File: src/rtl/json_drive_cmd_tx_pkg.sv
// Shared constants and types for the run-time formatted JSON drive command sender.
// Holds the ASCII set, the fixed frame fragments and the FSM state encoding.
package json_cmd_pkg;

  localparam logic [7:0] ASCII_LBRACE = 8'h7B;
  localparam logic [7:0] ASCII_RBRACE = 8'h7D;
  localparam logic [7:0] ASCII_QUOTE  = 8'h22;
  localparam logic [7:0] ASCII_COLON  = 8'h3A;
  localparam logic [7:0] ASCII_COMMA  = 8'h2C;
  localparam logic [7:0] ASCII_DOT    = 8'h2E;
  localparam logic [7:0] ASCII_MINUS  = 8'h2D;
  localparam logic [7:0] ASCII_NL     = 8'h0A;
  localparam logic [7:0] ASCII_ZERO   = 8'h30;

  localparam int FRAME_MIN  = 26;
  localparam int FRAME_MAX  = 28;
  localparam int PREFIX_LEN = 11;
  localparam int MIDDLE_LEN = 5;

  // Index 0 is the first byte on the wire
  localparam logic [0:10][7:0] PREFIX = {ASCII_LBRACE, ASCII_QUOTE, 8'h54, ASCII_QUOTE,
                                         ASCII_COLON, 8'h31, ASCII_COMMA, ASCII_QUOTE,
                                         8'h4C, ASCII_QUOTE, ASCII_COLON};
  localparam logic [0:4][7:0] MIDDLE = {ASCII_COMMA, ASCII_QUOTE, 8'h52, ASCII_QUOTE,
                                        ASCII_COLON};

  typedef enum logic [1:0] {
    ST_IDLE,
    ST_CONV_L,
    ST_CONV_R,
    ST_SEND
  } state_t;

  typedef logic [0:4][7:0] text_t;

  function automatic logic [7:0] digit_char(input logic [3:0] d);
    return ASCII_ZERO + {4'h0, d};
  endfunction

endpackage

File: src/rtl/json_drive_cmd_tx_if.sv
// Command and byte-stream handshakes of the JSON drive command sender.
// The slave modport is the sender itself; master is the side feeding it commands and taking bytes.
interface json_drive_cmd_tx_if #(
  parameter int VAL_W = 8
);
  logic                    cmd_valid;
  logic                    cmd_ready;
  logic signed [VAL_W-1:0] cmd_left;
  logic signed [VAL_W-1:0] cmd_right;
  logic [7:0]              byte_data;
  logic                    byte_valid;
  logic                    byte_ready;

  modport master (
    output cmd_valid, cmd_left, cmd_right, byte_ready,
    input  cmd_ready, byte_data, byte_valid
  );

  modport slave (
    input  cmd_valid, cmd_left, cmd_right, byte_ready,
    output cmd_ready, byte_data, byte_valid
  );
endinterface

File: src/rtl/json_drive_cmd_tx_speed_to_ascii.sv
// Formats a signed hundredths value as "[-]d.dd", saturating the magnitude at 1.00.
// Purely combinational; digits come from a compare chain so no divider is built.
module speed_to_ascii
  import json_cmd_pkg::*;
#(
  parameter int VAL_W = 8
) (
  input  logic signed [VAL_W-1:0] value,
  output text_t                   chars,
  output logic [2:0]              len
);

  logic             neg;
  logic             hundreds;
  logic [VAL_W:0]   ext;
  logic [VAL_W:0]   mag_full;
  logic [6:0]       sat;
  logic [6:0]       rem;
  logic [6:0]       base;
  logic [3:0]       tens;
  logic [3:0]       units;

  // One extra bit keeps the most negative input representable after negation
  always_comb begin
    neg      = value[VAL_W-1];
    ext      = {value[VAL_W-1], value};
    mag_full = neg ? (~ext + (VAL_W+1)'(1)) : ext;
    sat      = (mag_full > (VAL_W+1)'(100)) ? 7'd100 : mag_full[6:0];
    hundreds = (sat == 7'd100);
    rem      = hundreds ? 7'd0 : sat;
    tens     = 4'd0;
    base     = 7'd0;
    for (int k = 1; k < 10; k++) begin
      if (rem >= 7'(k * 10)) begin
        tens = 4'(k);
        base = 7'(k * 10);
      end
    end
    units = 4'(rem - base);
    if (neg) begin
      chars = {ASCII_MINUS, digit_char({3'b000, hundreds}), ASCII_DOT,
               digit_char(tens), digit_char(units)};
      len   = 3'd5;
    end else begin
      chars = {digit_char({3'b000, hundreds}), ASCII_DOT, digit_char(tens),
               digit_char(units), 8'h00};
      len   = 3'd4;
    end
  end

endmodule

File: src/rtl/json_drive_cmd_tx.sv
// Accepts left/right wheel speeds and streams {"T":1,"L":<l>,"R":<r>}\n byte by byte to uart_tx.
// An idle heartbeat re-sends the last command so the rover never acts on a stale frame.
module json_drive_cmd_tx
  import json_cmd_pkg::*;
#(
  parameter int VAL_W            = 8,
  parameter int HEARTBEAT_CYCLES = 25_000_000,
  parameter int CNT_W            = 16
) (
  input  logic              clk,
  input  logic              rst,
  json_drive_cmd_tx_if.slave bus,
  output logic              busy,
  output logic              frame_done,
  output logic [CNT_W-1:0]  frames_sent
);

  localparam int              HB_W    = (HEARTBEAT_CYCLES > 1) ? $clog2(HEARTBEAT_CYCLES) : 1;
  localparam bit              HB_EN   = (HEARTBEAT_CYCLES != 0);
  localparam logic [HB_W-1:0] HB_LAST = HB_W'((HEARTBEAT_CYCLES > 0) ? HEARTBEAT_CYCLES - 1 : 0);

  state_t                  state;
  logic signed [VAL_W-1:0] stored_l;
  logic signed [VAL_W-1:0] stored_r;
  logic signed [VAL_W-1:0] conv_in;
  text_t                   conv_chars;
  text_t                   txt_l;
  text_t                   txt_r;
  logic [2:0]              conv_len;
  logic [2:0]              len_l;
  logic [2:0]              len_r;
  logic [4:0]              idx;
  logic [4:0]              sel_idx;
  logic [4:0]              l_end;
  logic [4:0]              m_end;
  logic [4:0]              r_end;
  logic [4:0]              last_idx;
  logic [7:0]              sel_byte;
  logic [HB_W-1:0]         hb_cnt;
  logic                    byte_valid_q;
  logic [7:0]              byte_data_q;
  logic                    cmd_ready_q;

  assign bus.byte_valid = byte_valid_q;
  assign bus.byte_data  = byte_data_q;
  assign bus.cmd_ready  = cmd_ready_q;

  assign conv_in = (state == ST_CONV_L) ? stored_l : stored_r;

  speed_to_ascii #(.VAL_W(VAL_W)) u_fmt (
    .value (conv_in),
    .chars (conv_chars),
    .len   (conv_len)
  );

  // Byte to load next: the first byte when valid is still low, otherwise the one after idx
  always_comb begin
    sel_idx  = byte_valid_q ? (idx + 5'd1) : 5'd0;
    l_end    = 5'(PREFIX_LEN) + {2'b00, len_l};
    m_end    = l_end + 5'(MIDDLE_LEN);
    r_end    = m_end + {2'b00, len_r};
    last_idx = r_end + 5'd1;
    if (sel_idx < 5'(PREFIX_LEN))  sel_byte = PREFIX[sel_idx[3:0]];
    else if (sel_idx < l_end)      sel_byte = txt_l[3'(sel_idx - 5'(PREFIX_LEN))];
    else if (sel_idx < m_end)      sel_byte = MIDDLE[3'(sel_idx - l_end)];
    else if (sel_idx < r_end)      sel_byte = txt_r[3'(sel_idx - m_end)];
    else if (sel_idx == r_end)     sel_byte = ASCII_RBRACE;
    else                           sel_byte = ASCII_NL;
  end

  always_ff @(posedge clk or posedge rst) begin
    if (rst) begin
      state        <= ST_IDLE;
      stored_l     <= '0;
      stored_r     <= '0;
      txt_l        <= '0;
      txt_r        <= '0;
      len_l        <= 3'd4;
      len_r        <= 3'd4;
      idx          <= 5'd0;
      hb_cnt       <= '0;
      byte_valid_q <= 1'b0;
      byte_data_q  <= 8'h00;
      cmd_ready_q  <= 1'b1;
      busy         <= 1'b0;
      frame_done   <= 1'b0;
      frames_sent  <= '0;
    end else begin
      frame_done <= 1'b0;
      case (state)
        ST_IDLE: begin
          if (bus.cmd_valid) begin
            stored_l    <= bus.cmd_left;
            stored_r    <= bus.cmd_right;
            hb_cnt      <= '0;
            state       <= ST_CONV_L;
            cmd_ready_q <= 1'b0;
            busy        <= 1'b1;
          end else if (HB_EN && hb_cnt == HB_LAST) begin
            hb_cnt      <= '0;
            state       <= ST_CONV_L;
            cmd_ready_q <= 1'b0;
            busy        <= 1'b1;
          end else if (HB_EN) begin
            hb_cnt <= hb_cnt + HB_W'(1);
          end
        end
        ST_CONV_L: begin
          txt_l <= conv_chars;
          len_l <= conv_len;
          state <= ST_CONV_R;
        end
        ST_CONV_R: begin
          txt_r <= conv_chars;
          len_r <= conv_len;
          idx   <= 5'd0;
          state <= ST_SEND;
        end
        ST_SEND: begin
          if (!byte_valid_q) begin
            byte_valid_q <= 1'b1;
            byte_data_q  <= sel_byte;
          end else if (bus.byte_ready) begin
            if (idx == last_idx) begin
              byte_valid_q <= 1'b0;
              frame_done   <= 1'b1;
              frames_sent  <= frames_sent + CNT_W'(1);
              hb_cnt       <= '0;
              cmd_ready_q  <= 1'b1;
              busy         <= 1'b0;
              state        <= ST_IDLE;
            end else begin
              idx         <= idx + 5'd1;
              byte_data_q <= sel_byte;
            end
          end
        end
        default: state <= ST_IDLE;
      endcase
    end
  end

endmodule
File: src/flat_wrapper.sv
// flat-port wrapper written by rule: the top's interface ports become plain ports
module json_drive_cmd_tx_flat import json_cmd_pkg::*;
#(
  parameter int VAL_W            = 8,
  parameter int HEARTBEAT_CYCLES = 25_000_000,
  parameter int CNT_W            = 16
)
  (clk, rst, busy, frame_done, frames_sent, bus_cmd_valid, bus_cmd_left, bus_cmd_right, bus_byte_ready, bus_cmd_ready, bus_byte_data, bus_byte_valid);
  json_drive_cmd_tx_if #(.VAL_W(VAL_W)) bus_i ();
  input  logic clk;
  input  logic rst;
  output logic busy;
  output logic frame_done;
  output logic [CNT_W-1:0] frames_sent;
  input wire logic [$bits(bus_i.cmd_valid)-1:0] bus_cmd_valid;
  input wire logic [$bits(bus_i.cmd_left)-1:0] bus_cmd_left;
  input wire logic [$bits(bus_i.cmd_right)-1:0] bus_cmd_right;
  input wire logic [$bits(bus_i.byte_ready)-1:0] bus_byte_ready;
  output wire logic [$bits(bus_i.cmd_ready)-1:0] bus_cmd_ready;
  output wire logic [$bits(bus_i.byte_data)-1:0] bus_byte_data;
  output wire logic [$bits(bus_i.byte_valid)-1:0] bus_byte_valid;
  assign bus_i.cmd_valid = bus_cmd_valid;
  assign bus_i.cmd_left = bus_cmd_left;
  assign bus_i.cmd_right = bus_cmd_right;
  assign bus_i.byte_ready = bus_byte_ready;
  assign bus_cmd_ready = bus_i.cmd_ready;
  assign bus_byte_data = bus_i.byte_data;
  assign bus_byte_valid = bus_i.byte_valid;
  json_drive_cmd_tx #(.VAL_W(VAL_W), .HEARTBEAT_CYCLES(HEARTBEAT_CYCLES), .CNT_W(CNT_W)) u_core (.clk(clk), .rst(rst), .bus(bus_i), .busy(busy), .frame_done(frame_done), .frames_sent(frames_sent));
endmodule
File: config.mk
export PLATFORM = sky130hd
export DESIGN_NAME = json_drive_cmd_tx_flat
export DESIGN_NICKNAME = d
export VERILOG_FILES = /design/src/rtl/json_drive_cmd_tx_pkg.sv /design/src/rtl/json_drive_cmd_tx_if.sv /design/src/rtl/json_drive_cmd_tx_speed_to_ascii.sv /design/src/rtl/json_drive_cmd_tx.sv /design/src/flat_wrapper.sv
export SDC_FILE = /design/constraint.sdc
export NUM_CORES = 1
export LEC_CHECK = 0
export CORE_ASPECT_RATIO = 1.25
export CORE_UTILIZATION = 55
export CTS_CLUSTER_DIAMETER = 200
export DETAILED_ROUTE_END_ITERATION = 6
export PLACE_DENSITY_LB_ADDON = 0.05
export SYNTH_ARGS = -nofsm -noshare
export SYNTH_HDL_FRONTEND = slang
export SYNTH_SLANG_ARGS = --single-unit
export TNS_END_PERCENT = 1
File: constraint.sdc
create_clock -name clk -period 7.4 [get_ports clk]
set_input_delay 0.74 -clock clk [delete_from_list [all_inputs] [get_ports clk]]
set_output_delay 0.74 -clock clk [all_outputs]
set_load 0.02 [all_outputs]
==> reports/results.txt, run 1 <==
cts hold-fix bufs: 0
antenna viol nets, final: 0
Post-Syn Area: 6720 sq um
Yosys top cell area share: 40.22%
post-DP HPWL: 11,150 um
M1 GR Usage: 32.75%
setup tns final: 0 ns
initial core utilization: 57.04%
Slew Viols, Final: 0
Synth-to-Final Area Change: 12.01%
WHS Path Cells: 1
Required @ worst endpoint: 7.62 ns
Rows: 44
Crit Path Max Fanout: 23
ys flop type: dfrtp_1
Reg power frac: 24.6%
clk slew on worst S/H paths: 0.07 ns
# H-tree levels: 3
cells on worst reg2reg path: 16
Peak VDD IR: 309.2 uV
Clock Skew: 0.007893 ns
logic gate share of total power: 63.4%
CORE AREA: 11,780 sq um
cell count after placement: 910
clock share of power: 11.9%
Tcrit/Tclk final: 70.03%
GR Util met3: 3.354%
cell area after layout: 7527 sq um
initial antenna violation count: 0
post-synthesis sequential area ratio: 40.61%
Worst setup EP type: register
hold crit path type: reg -> reg
Psw: 0.001778 W
Non-Filler Instances: 926
critical path's largest stage delay: 0.81 ns
RR Startpoint: u_core.state[1]$_DFFE_PP0P_
DIE AREA: 12,670 sq um
Rel. slew slack: 31.99%
num ports: 48
RSZ-0062 raised after global routing: false
Cell Int Power: 0.002027 W
Worst Hold End: u_core.frames_sent[15]$_DFFE_PP0P_
worst r2r dst: u_core.txt_l[11]$_DFFE_PP0P_
Filler cells: 1,055
status: complete, no violations
layer with the highest usage: met2
LEAKAGE: 3.203 nW
share of cells above drive strength 1: 10.46%
clock tree sinks: 109
CP cell instances: inv_1 -> ha_1 -> mux2i_1 -> ha_1 -> nand2b_1 -> xnor2_1 -> mux2i_1 -> a21oi_1 -> or2_2 -> o41ai_1 -> a21oi_1 -> ha_1 -> fa_1 -> xnor2_1 -> xnor2_2 -> o221ai_1
slew of the pin with the lowest slew margin: 1.020 ns
CTS buffer count: 9
global-route wire length before repair: 25,880 um
EDFF count, synth: 0
reg2reg setup slack: 2.22 ns
GR Overflow Total: 0
flop and latch count out of synthesis: 109
switch share: 46.72%
Yosys warning count: 0
Synth cell types: 74
Avg WL per Cell: 16.48 um
Final min period: 5.182 ns
Critical Path Source Type: register
Finish-stage setup viols: 0
MaxCap Viol Count: 0
post-synth net total: 777
DRC Markers: 0
CTS tree: done
RePlAce Congestion: 0.9335
Slowest-stage cell, CP: ha_1
CTS resizes: 0
cell mode on critical path: ha_1
pwr/cell area: 505.5 nW/um^2
CTS Buffer Depth: 2
Port Buffer Count: 46
Crit path arrival time: 5.40 ns
fmax: 193.0 MHz
clock root buffer: clkbuf_16
Avg Vias per Cell: 5.925
Vias: 5,487
final hold violations: 0
Final nets: 804
initial detailed-routing violation count: 294
fin util: 63.89%
Post-Syn Instances: 733
overall routed net length: 15,260 um
Crit Path Category: reg -> reg
vias in the first global route: 5,378
Post-synth ARST share: 100.0%
diode count: 0
DIE HEIGHT: 125.6 um
placed cell areas: 7253 sq um
Synth area leader: dfrtp_1
synth top area cells: dfrtp_1 (40%), mux2_2 (5.5%), o21ai_0 (5.3%)
Pre-antenna DRT Iters: 5
largest net degree at the start of global routing: 63
postcts setup bufs: 0
Hold Startpoint: u_core.frames_sent[15]$_DFFE_PP0P_
Die W: 100.9 um
routing usage on met2: 43.96%
clock latency on the worst-skew pair: 0.35 ns
gr usage total: 25.82%
mean area per synthesized cell: 9.168 sq um
[worst max-delay path: cells and delay by family (launching register included)]
family	cells	cell delay, ns
adders and majority gates	4	1.72
muxes	2	0.92
AOI/OAI and AO/OA	4	0.77
xor gates and xnor gates	3	0.60
and+or+nand+nor	2	0.49
DFF	1	0.41
buffers and inverters	1	0.12
[cell families after synthesis]
logic type,share of synthesized area (%)
simple gates,19.57
compound gates,17.39
flops,40.61
buf+inv,4.077
mux,9.198
xor+xnor,4.375
fa+ha+maj,4.729
other cells,0.05580
[placed cells by master, fill, tap and decap left out, types with 6 or more instances in the layout]
cell / n
o21a_1: 9
xnor2_1: 19
o21ai_0: 71
mux2i_1: 14
and3_1: 16
nand3_1: 28
a21oi_1: 39
a31oi_1: 10
o22ai_1: 9
clkdlybuf4s50_1: 46
inv_1: 30
ha_1: 23
a211oi_1: 6
mux2_2: 33
nand2b_1: 13
xor2_1: 9
nor2_1: 61
nand4_1: 12
nand2_1: 78
dfrtp_1: 108
nor3_1: 14
nor2b_1: 7
or3_1: 6
clkbuf_16: 9
[layout make-up]
class | count | area [sq um] | area share [%]
Inverter | 32 | 122.6 | 1.629
Tap cell | 161 | 201.4 | 2.676
Sequential cell | 109 | 2729 | 36.25
Clock inverter | 7 | 48.80 | 0.6483
Multi-Input combinational cell | 559 | 3717 | 49.39
Clock buffer | 9 | 225.2 | 2.992
Timing Repair Buffer | 49 | 483.0 | 6.416
[flip-flops by register name, indices dropped and copies added (netlist names), 2 cells and up]
name / flops
u_core.txt_r: 17
u_core.idx: 5
u_core.bus.byte_data: 7
u_core.stored_r: 8
u_core.frames_sent: 16
u_core.state: 2
u_core.hb_cnt: 25
u_core.txt_l: 17
u_core.stored_l: 8
[through the flow]
stage / setup WS [ns] / power, W / hold WS (ns)
floorplan: 2.812 / 0.002837 / 0.4430
global placement: 2.500 / 0.003267 / 0.4602
detailed placement: 2.223 / 0.003344 / 0.4687
CTS: 2.177 / 0.003815 / 0.4811
global route: 1.690 / 0.004112 / 0.5012
finish: 2.218 / 0.003805 / 0.4812
[how the worst max path moves through the flow]
stage | startpoint | endpoint | cells past startpoint
after floorplan | u_core.state[1]$_DFFE_PP0P_ | u_core.txt_l[11]$_DFFE_PP0P_ | 21
after global placement | u_core.state[1]$_DFFE_PP0P_ | u_core.txt_l[11]$_DFFE_PP0P_ | 16
after detailed placement | u_core.state[1]$_DFFE_PP0P_ | u_core.txt_l[11]$_DFFE_PP0P_ | 16
after CTS | u_core.state[1]$_DFFE_PP0P_ | u_core.txt_l[11]$_DFFE_PP0P_ | 16
after global routing | u_core.state[1]$_DFFE_PP0P_ | u_core.txt_l[11]$_DFFE_PP0P_ | 16
final | u_core.state[1]$_DFFE_PP0P_ | u_core.txt_l[11]$_DFFE_PP0P_ | 16
[power groups by stage]
stage          logic, W  registers [W]  clock network, W
3_5_place_dp    0.00239       0.000949                 0
3_3_place_gp    0.00232       0.000944                 0
6_report        0.00241       0.000938          0.000454
2_1_floorplan   0.00193       0.000908                 0
5_1_grt         0.00266       0.000962          0.000490
4_1_cts         0.00241       0.000938          0.000468
[synth_stat cells, drive strengths merged, types with 21 or more instances]
cell type and n:
ha 23, a21oi 41, o21ai 72, clkbuf 23, nor2 62, inv 31
mux2 34, nand3 29, xnor2 21, nand2 78, dfrtp 108
[per-layer routing]
layer | vias up | part of all wire [%]
met2 | 108 | 52
met4 | 0 | 2.5
li1 | 2682 | -
met5 | - | 0
met3 | 29 | 2.7
met1 | 2668 | 43
(Power assumes the default switching activity.)
==> run 2: changes to the inputs <==
- clock period: 7.4 -> 5.3 ns (I/O delays scaled with it)
==> run 2 against run 1 <==
Cell area grew 0.57%. Largest power group unchanged. Setup slack lost 1.4 ns. Clock skew grew 0.0015 ns. Power grew 41%. Global-route usage grew 0.52 points. Die area is the same. Critical path type unchanged. First-iteration DRC count shrank 7.8%.
==> reports/results.txt, run 2 (synthesized netlist as in run 1, its figures left out) <==
Die W: 100.9 um (unchanged)
Largest regs: u_core.hb_cnt (25), u_core.txt_l (17), u_core.txt_r (17) (unchanged)
cell count after placement: 915 (was 910)
Port Buffer Count: 46 (unchanged)
Non-Filler Instances: 931 (was 926)
LEAKAGE: 3.214 nW (was 3.203 nW)
Slowest-stage cell, CP: xnor2_2 (was ha_1)
initial antenna violation count: 0 (unchanged)
CORE AREA: 11,780 sq um (unchanged)
RSZ-0062 raised after global routing: false (unchanged)
cts hold-fix bufs: 0 (unchanged)
gr usage total: 26.34% (was 25.82%)
# H-tree levels: 3 (unchanged)
hold crit path type: reg -> reg (unchanged)
fin util: 64.25% (was 63.89%)
commonest non-fill, non-tap cell in the layout: dfrtp_1 (unchanged)
clock root buffer: clkbuf_16 (unchanged)
DIE AREA: 12,670 sq um (unchanged)
initial detailed-routing violation count: 271 (was 294)
DRC Markers: 0 (unchanged)
setup tns final: 0 ns (unchanged)
Slew Viols, Final: 0 (unchanged)
Crit Path Max Fanout: 19 (was 23)
GR Overflow Total: 0 (unchanged)
vias in the first global route: 5,341 (was 5,378)
diode count: 0 (unchanged)
pwr/cell area: 709.9 nW/um^2 (was 505.5 nW/um^2)
total power: 0.005374 W (was 0.003805 W)
Final min period: 4.519 ns (was 5.182 ns)
MaxCap Viol Count: 0 (unchanged)
final hold violations: 0 (unchanged)
overall routed net length: 15,380 um (was 15,260 um)
clock share of power: 11.9% (about the same)
max reg flops: 25 (unchanged)
CTS buffer count: 9 (unchanged)
Psw: 0.002485 W (was 0.001778 W)
Reg power frac: 24.4% (was 24.6%)
commonest cells after routing, fill and taps aside: dfrtp_1 (108), nand2_1 (78), o21ai_0 (71), nor2_1 (61), clkdlybuf4s50_1 (46) (unchanged)
status: complete, no violations (unchanged)
cells on worst reg2reg path: 16 (unchanged)
CTS resizes: 0 (unchanged)
WHS Path Cells: 1 (unchanged)
hold_ws: 0.4773 ns (was 0.4812 ns)
share of cells above drive strength 1: 10.78% (was 10.46%)
Cell Int Power: 0.002889 W (was 0.002027 W)
Rel. slew slack: 27.13% (was 31.99%)
Top reg by flops: u_core.hb_cnt (unchanged)
Peak VDD IR: 441.8 uV (was 309.2 uV)
Crit path arrival time: 4.73 ns (was 5.40 ns)
logic gate share of total power: 63.7% (was 63.4%)
DIE HEIGHT: 125.6 um (unchanged)
Finish-stage setup viols: 0 (unchanged)
Rows: 44 (unchanged)
post-DP HPWL: 11,320 um (was 11,150 um)
clock latency on the worst-skew pair: 0.36 ns (was 0.35 ns)
Critical Path Source Type: register (unchanged)
Clock Skew: 0.009439 ns (was 0.007893 ns)
Synth-to-Final Area Change: 12.64% (was 12.01%)
Crit path buffers/inverters: 3 (was 1)
switch share: 46.25% (was 46.72%)
Tcrit/Tclk final: 85.26% (was 70.03%)
antenna viol nets, final: 0 (unchanged)
initial core utilization: 57.04% (unchanged)
critical path depth: 16 (unchanged)
CTS Buffer Depth: 2 (unchanged)
critical path's largest stage delay: 0.51 ns (was 0.81 ns)
Worst setup EP type: register (unchanged)
Avg WL per Cell: 16.52 um (was 16.48 um)
postcts setup bufs: 0 (unchanged)
slew of the pin with the lowest slew margin: 1.093 ns (was 1.020 ns)
Pre-antenna DRT Iters: 5 (unchanged)
clock tree sinks: 109 (unchanged)
largest net degree at the start of global routing: 73 (was 63)
Crit Path Category: reg -> reg (unchanged)
fmax: 221.3 MHz (was 193.0 MHz)
Final nets: 809 (was 804)
Required @ worst endpoint: 5.51 ns (was 7.62 ns)
CTS tree: done (unchanged)
RePlAce Congestion: 0.8632 (was 0.9335)
num ports: 48 (unchanged)
Vias: 5,515 (was 5,487)
Avg Vias per Cell: 5.924 (was 5.925)
CP cell instances: inv_1 -> ha_1 -> buf_4 -> mux2i_2 -> buf_4 -> or3_1 -> xnor2_2 -> a21oi_1 -> or2_2 -> o41ai_1 -> a21oi_1 -> ha_1 -> fa_1 -> xnor2_1 -> xnor2_2 -> o221ai_1 (was inv_1 -> ha_1 -> mux2i_1 -> ha_1 -> nand2b_1 -> xnor2_1 -> mux2i_1 -> a21oi_1 -> or2_2 -> o41ai_1 -> a21oi_1 -> ha_1 -> fa_1 -> xnor2_1 -> xnor2_2 -> o221ai_1)
CP top delay family: XOR/XNOR gates (was adder cells)
clk slew on worst S/H paths: 0.07 ns (about the same)
global-route wire length before repair: 26,140 um (was 25,880 um)
run 2: cell types whose count changed in the layout (fill, tap and decap cells not counted), sizes merged:
cell,change
clkinvlp,+2
clkbuf,+3
buf,+5
inv,-2
clkinv,-3
run 2: routing by layer:
layer  vias up  share of wire [%]  GRT usage [%]
met5         -                  0              0
met4         0                3.3          10.23
met3        33                3.4          5.198
met2       118                 50          44.88
met1      2667                 43          32.65
li1       2697                  -              -
run 2: through the flow:
step | instance area [sq um] | worst slack, ns
after floorplan | 6720 | 0.7116
after global placement | 7291 | 0.9618
after detailed placement | 7291 | 0.8230
after CTS | 7570 | 0.8012
after global routing | 7570 | 0.5061
final | 7570 | 0.7811
run 2: path summary, 6_finish.rpt:
check / start / endpoint / slack, ns
hold reg to reg: u_core.frames_sent[15]$_DFFE_PP0P_ / u_core.frames_sent[15]$_DFFE_PP0P_ / 0.48
min in group asynchronous: rst / u_core.frames_sent[6]$_DFFE_PP0P_ / 0.72
setup / recovery: u_core.state[1]$_DFFE_PP0P_ / u_core.txt_r[11]$_DFFE_PP0P_ / 0.78
setup reg to reg: u_core.state[1]$_DFFE_PP0P_ / u_core.txt_r[11]$_DFFE_PP0P_ / 0.78
hold / removal: u_core.frames_sent[15]$_DFFE_PP0P_ / u_core.frames_sent[15]$_DFFE_PP0P_ / 0.48
max in group asynchronous: rst / u_core.txt_l[3]$_DFFE_PP0P_ / 3.53
run 2: layout make-up:
class	instances	area, sq um
Clock inverter	4	32.53
Fill cell	1051	4212
Clock buffer	12	246.5
Tap cell	161	201.4
Multi-Input combinational cell	559	3717
Inverter	32	122.6
Sequential cell	109	2729
Timing Repair Buffer	54	520.5
run 2: power groups by stage:
stage	clock network (W)	logic, W	registers [W]
after floorplan	0	0.00269	0.00127
after global placement	0	0.00331	0.00132
after detailed placement	0	0.00341	0.00133
after CTS	0.000657	0.00342	0.00131
after global routing	0.000692	0.00377	0.00135
final	0.000640	0.00342	0.00131
